[src/rtl/pll_reset_sequencer.sv]
// rtl/pll_reset_sequencer.sv - PLL lock qualifier and sequenced system reset generator
module pll_reset_sequencer #(
    parameter int SYNC_STAGES        = 2,
    parameter int LOCK_STABLE_CYCLES = 1024,
    parameter int RESET_HOLD_CYCLES  = 16,
    parameter int LOSS_W             = 8
) (
    input  logic              clk,
    input  logic              reset_n,
    input  logic              pll_locked,
    input  logic              soft_reset_req,
    output logic              sys_reset_n,
    output logic              lock_stable,
    output logic [1:0]        seq_state,
    output logic [LOSS_W-1:0] lock_loss_count
);

    localparam int SCW = (LOCK_STABLE_CYCLES > 1) ? $clog2(LOCK_STABLE_CYCLES) : 1;
    localparam int HCW = (RESET_HOLD_CYCLES > 1) ? $clog2(RESET_HOLD_CYCLES) : 1;
    localparam logic [SCW-1:0]    STABLE_LAST = SCW'(LOCK_STABLE_CYCLES - 1);
    localparam logic [HCW-1:0]    HOLD_LAST   = HCW'(RESET_HOLD_CYCLES - 1);
    localparam logic [LOSS_W-1:0] LOSS_MAX    = '1;

    typedef enum logic [1:0] {
        S_WAIT_LOCK = 2'd0,
        S_STABLE    = 2'd1,
        S_HOLD      = 2'd2,
        S_RUN       = 2'd3
    } state_t;

    logic [SYNC_STAGES-1:0] sync_q, sync_d;
    state_t                 state_q, state_d;
    logic [SCW-1:0]         stable_cnt_q, stable_cnt_d;
    logic [HCW-1:0]         hold_cnt_q, hold_cnt_d;
    logic [LOSS_W-1:0]      loss_cnt_q, loss_cnt_d;
    logic                   sys_reset_n_q, sys_reset_n_d;
    logic                   lock_stable_q, lock_stable_d;
    logic                   locked_s;
    logic                   lost;

    assign locked_s = sync_q[SYNC_STAGES-1];

    always_comb begin
        sync_d       = {sync_q[SYNC_STAGES-2:0], pll_locked};
        state_d      = state_q;
        stable_cnt_d = stable_cnt_q;
        hold_cnt_d   = hold_cnt_q;
        loss_cnt_d   = loss_cnt_q;
        lost         = 1'b0;

        case (state_q)
            S_WAIT_LOCK: begin
                if (locked_s) begin
                    state_d      = S_STABLE;
                    stable_cnt_d = '0;
                end
            end
            S_STABLE: begin
                // A drop before qualification completes is a glitch, not a counted loss
                if (!locked_s) begin
                    state_d = S_WAIT_LOCK;
                end else if (stable_cnt_q == STABLE_LAST) begin
                    state_d    = S_HOLD;
                    hold_cnt_d = '0;
                end else begin
                    stable_cnt_d = stable_cnt_q + 1'b1;
                end
            end
            S_HOLD: begin
                if (!locked_s) begin
                    state_d = S_WAIT_LOCK;
                    lost    = 1'b1;
                end else if (soft_reset_req) begin
                    hold_cnt_d = '0;
                end else if (hold_cnt_q == HOLD_LAST) begin
                    state_d = S_RUN;
                end else begin
                    hold_cnt_d = hold_cnt_q + 1'b1;
                end
            end
            S_RUN: begin
                if (!locked_s) begin
                    state_d = S_WAIT_LOCK;
                    lost    = 1'b1;
                end else if (soft_reset_req) begin
                    state_d    = S_HOLD;
                    hold_cnt_d = '0;
                end
            end
            default: state_d = S_WAIT_LOCK;
        endcase

        if (lost && (loss_cnt_q != LOSS_MAX)) begin
            loss_cnt_d = loss_cnt_q + 1'b1;
        end

        // Outputs follow the next state so reset release lines up with entering RUN
        sys_reset_n_d = (state_d == S_RUN);
        lock_stable_d = (state_d == S_HOLD) || (state_d == S_RUN);
    end

    always_ff @(posedge clk or negedge reset_n) begin
        if (!reset_n) begin
            sync_q        <= '0;
            state_q       <= S_WAIT_LOCK;
            stable_cnt_q  <= '0;
            hold_cnt_q    <= '0;
            loss_cnt_q    <= '0;
            sys_reset_n_q <= 1'b0;
            lock_stable_q <= 1'b0;
        end else begin
            sync_q        <= sync_d;
            state_q       <= state_d;
            stable_cnt_q  <= stable_cnt_d;
            hold_cnt_q    <= hold_cnt_d;
            loss_cnt_q    <= loss_cnt_d;
            sys_reset_n_q <= sys_reset_n_d;
            lock_stable_q <= lock_stable_d;
        end
    end

    assign sys_reset_n     = sys_reset_n_q;
    assign lock_stable     = lock_stable_q;
    assign seq_state       = state_q;
    assign lock_loss_count = loss_cnt_q;

endmodule
[config.mk]
export PLATFORM = sky130hd
export DESIGN_NAME = pll_reset_sequencer
export DESIGN_NICKNAME = d
export VERILOG_FILES = /design/src/rtl/pll_reset_sequencer.sv
export SDC_FILE = /design/constraint.sdc
export NUM_CORES = 1
export LEC_CHECK = 0
export ABC_AREA = 1
export CAP_MARGIN = 20
export CORE_AREA = 2 2 58 60
export DETAILED_ROUTE_END_ITERATION = 16
export DIE_AREA = 0 0 60 62
export PLACE_DENSITY_LB_ADDON = 0.05
export SLEW_MARGIN = 10
export SYNTH_ARGS = -nofsm -noshare
export SYNTH_HDL_FRONTEND = slang
export SYNTH_SLANG_ARGS = --single-unit
[constraint.sdc]
create_clock -name clk -period 1.32 [get_ports clk]
set_input_delay 0.264 -clock clk [delete_from_list [all_inputs] [get_ports clk]]
set_output_delay 0.264 -clock clk [all_outputs]
set_load 0.005 [all_outputs]
==> flow_metrics.py <==
metrics = {
    "sta": {
        "worst_pin_slew_ns": 0.3003,
        "hold_viol": 0,
        "period_needed_ns": 1.399,
        "slew-limit-headroom": 0.7998,
        "setup_violations": 9,
        "rsz0062_at_grt": "yes",
        "min_period_over_period": 1.060,
        "fmax_mhz": 715.0,
        "maxSlewViolCount": 0,
        "worst_hold_slack_ns": 0.2698,
        "skew_ns": 0.001129,
        "worst_slack_ns": -0.07867,
    },
    "grt": {
        "grt_pass1_vias": 1321,
        "grt_overflow_total": 0,
        "grt_pass1_wl_um": 5575,
        "grt_usage": 0.1966,
        "grt_max_degree": 28,
        "antenna_found_initial": 0,
    },
    "detailed_routing": {
        "post_drt_wl_per_cell_um": 12.10,
        "vias_per_cell": 4.952,
        "ant_nets": 0,
        "drt_drc_violations_left": 0,
        "vias": 1456,
        "first_pass_iters": 4,
        "drtIter0Drc": 137,
        "finalWirelength_um": 3557,
    },
    "setup_path": {
        "setup.worst_path.class": "register to register",
        "crit_start": "lock_loss_count[0]",
        "reg2reg_slack_ns": -0.08,
        "cp-start-kind": "register",
        "r2r-end": "lock_loss_count[4]",
        "cp.required_ns": 1.58,
        "reg2regPathDepth": 8,
        "end_kind": "register",
        "cp.arrival_ns": 1.66,
        "crit_cells": 8,
        "critPathTopFamily": "flip-flops",
        "cp_num_buf_inv": 2,
        "cp_max_fo": 7,
        "worstSetupEndpoint": "lock_loss_count[4]",
        "rr_startpoint": "lock_loss_count[0]",
        "path_cells": "buf_6, ha_4, nand3_4, nor3_4, buf_4, a21oi_4, nand2_1, o21ai_1",
        "crit_slowest_cell": "dfrtp_1",
        "critPathMaxStageDelay_ns": 0.43,
    },
    "run_status": {
        "violations": "setup timing",
        "outcome": "finished, violations left",
    },
    "placement": {
        "place_hpwl_um": 2086,
        "routabilityCongestion": 0.8269,
        "io_buffers": 15,
        "pre_cts_ws_ns": -0.07205,
        "place_inst": 266,
    },
    "logic_synthesis": {
        "ys_warn_count": 0,
        "yosysTopAreaCell": "dfrtp_1",
        "ys_seq_elements": 27,
        "syn-num-nets": 196,
        "synth_top_cell_area_share": 0.4553,
        "syn_inst": 189,
        "ys_seq_area_frac": 0.4553,
        "avgSynthCellArea_sq_um": 7.851,
        "ys_types": 22,
        "syn_area_sq_mm": 0.001484,
        "synth.area.top_cells": "dfrtp_1 (46%), nand2_1 (15%), inv_1 (5.8%)",
    },
    "cells_and_area": {
        "n_antenna_cell": 0,
        "final_common_cell": "nand2_1",
        "area_growth_syn_to_layout_pct": 50.17,
        "multiInputGateArea_sq_um": 893.4,
        "seqCellArea_sq_um": 675.6,
        "final_util": 0.7009,
        "nets": 256,
        "drive_gt1_frac": 0.3750,
        "fillers": 249,
        "stdcell_count": 294,
        "layout_common_cells": "nand2_1 (44), buf_4 (32), dfrtp_1 (27), inv_1 (20), nor2_1 (15)",
    },
    "power": {
        "ir_worst_vdd_uv": 507.7,
        "p_per_area_mw_per_mm2": 605.0,
        "finalPower_w": 0.001348,
        "p_leak_nw": 1.138,
    },
    "floorplanning": {
        "dieArea_sq_mm": 0.003720,
        "die_h_um": 62,
        "die_x_um": 60,
        "start_util": 0.4667,
        "rows": 21,
        "io_pins": 16,
        "core-area_sq_mm": 0.003179,
    },
    "clock_tree": {
        "cts-htree-levels": 1,
        "clk_pin_slew_ns": 0.14,
        "numCtsBuffers": 3,
        "clock_latency_ns": 0.32,
        "clock_sinks": 27,
        "cts_buffer_depth": 2,
        "cts_root_buf": "clkbuf_4",
        "cts_tree": "yes",
    },
    "run": {
        "drv_cap": 0,
    },
    "min_path": {
        "min_path_type": "input pin to async pin",
    },
}
cells in the mapped netlist, drive strengths merged:
master  number
a21oi        2
xnor2        2
xor2         8
ha           3
inv         24
nand3       20
nand4        6
o21ai       12
nor2        18
nand2       62
buf          2
nor3         3
dfrtp       27
area by class of cell:
| type | count | share of cell area |
|---|---|---|
| clock buffers | 4 | 0.01179 |
| inverters | 24 | 0.04716 |
| repair buffers | 55 | 0.2111 |
| multi-input cells | 138 | 0.4009 |
| well taps | 46 | 0.02583 |
| flip-flops and latches | 27 | 0.3032 |
worst min path at each step:
| stage | startpoint | endpoint | slack [ns] |
|---|---|---|---|
| floorplan | reset_n | hold_cnt_q[0] | -0.03 |
| global placement | sync_q[0] | sync_q[1] | 0.34 |
| detailed placement | sync_q[0] | sync_q[1] | 0.34 |
| CTS | reset_n | stable_cnt_q[7] | 0.27 |
| global route | reset_n | seq_state[0] | 0.27 |
| finish | reset_n | stable_cnt_q[7] | 0.27 |
state kept, by name, indices dropped and copies added, names as in the netlist:
| name | flops |
|---|---|
| sync_q | 2 |
| hold_cnt_q | 4 |
| stable_cnt_q | 10 |
| sys_reset_n | 1 |
| seq_state | 1 |
| lock_stable | 1 |
| lock_loss_count | 8 |
power by group:
part / total, W / leakage [nW] / internal [W] / switching [W]
Sequential: 0.000856 / 0.368 / 0.000842 / 0.0000141
Clock: 0.000356 / 0.0150 / 0.000119 / 0.000237
Combinational: 0.000136 / 0.755 / 0.0000587 / 0.0000770
what timing repair did:
| item | in CTS | in global routing |
|---|---|---|
| pin swaps | 9 | 15 |
| buffers inserted | 22 | 3 |
| setup endpoints to repair | 31 | 27 |
| cloned | 1 | 1 |
| gates resized for setup | 42 | 49 |
| hold buffers | 0 | 0 |
layer usage:
metal  share of wire  wire, um  up-vias  global-route usage
met5               0         0        -                   0
met4           0.012        42        0             0.04762
met3           0.023        83        5             0.02070
met2            0.52      1864       26              0.3509
met1            0.44      1567      702              0.2572
li1                -         -      723                   -
cells by family (layout without fill, tap and decap cells):
kind of cell,Yosys count,after routing,share of synthesized area
buffers and inverters,26,83,0.07335
adder cells (fa/ha/maj),3,3,0.02530
AO/OA/AOI/OAI,14,14,0.04975
flip-flops,27,27,0.4553
AND/OR/NAND/NOR,109,111,0.3373
XOR/XNOR,10,10,0.05903
per-stage QoR:
| stage | setup TNS, ns | cell area [sq um] |
|---|---|---|
| 6_report | -0.2898 | 2228 |
| 5_1_grt | -1.422 | 2228 |
| 4_1_cts | -0.6023 | 2085 |
| 3_5_place_dp | -0.2810 | 1821 |
| 3_3_place_gp | -0.01663 | 1821 |
| 2_1_floorplan | 0 | 1484 |
(Power assumes the default switching activity.)
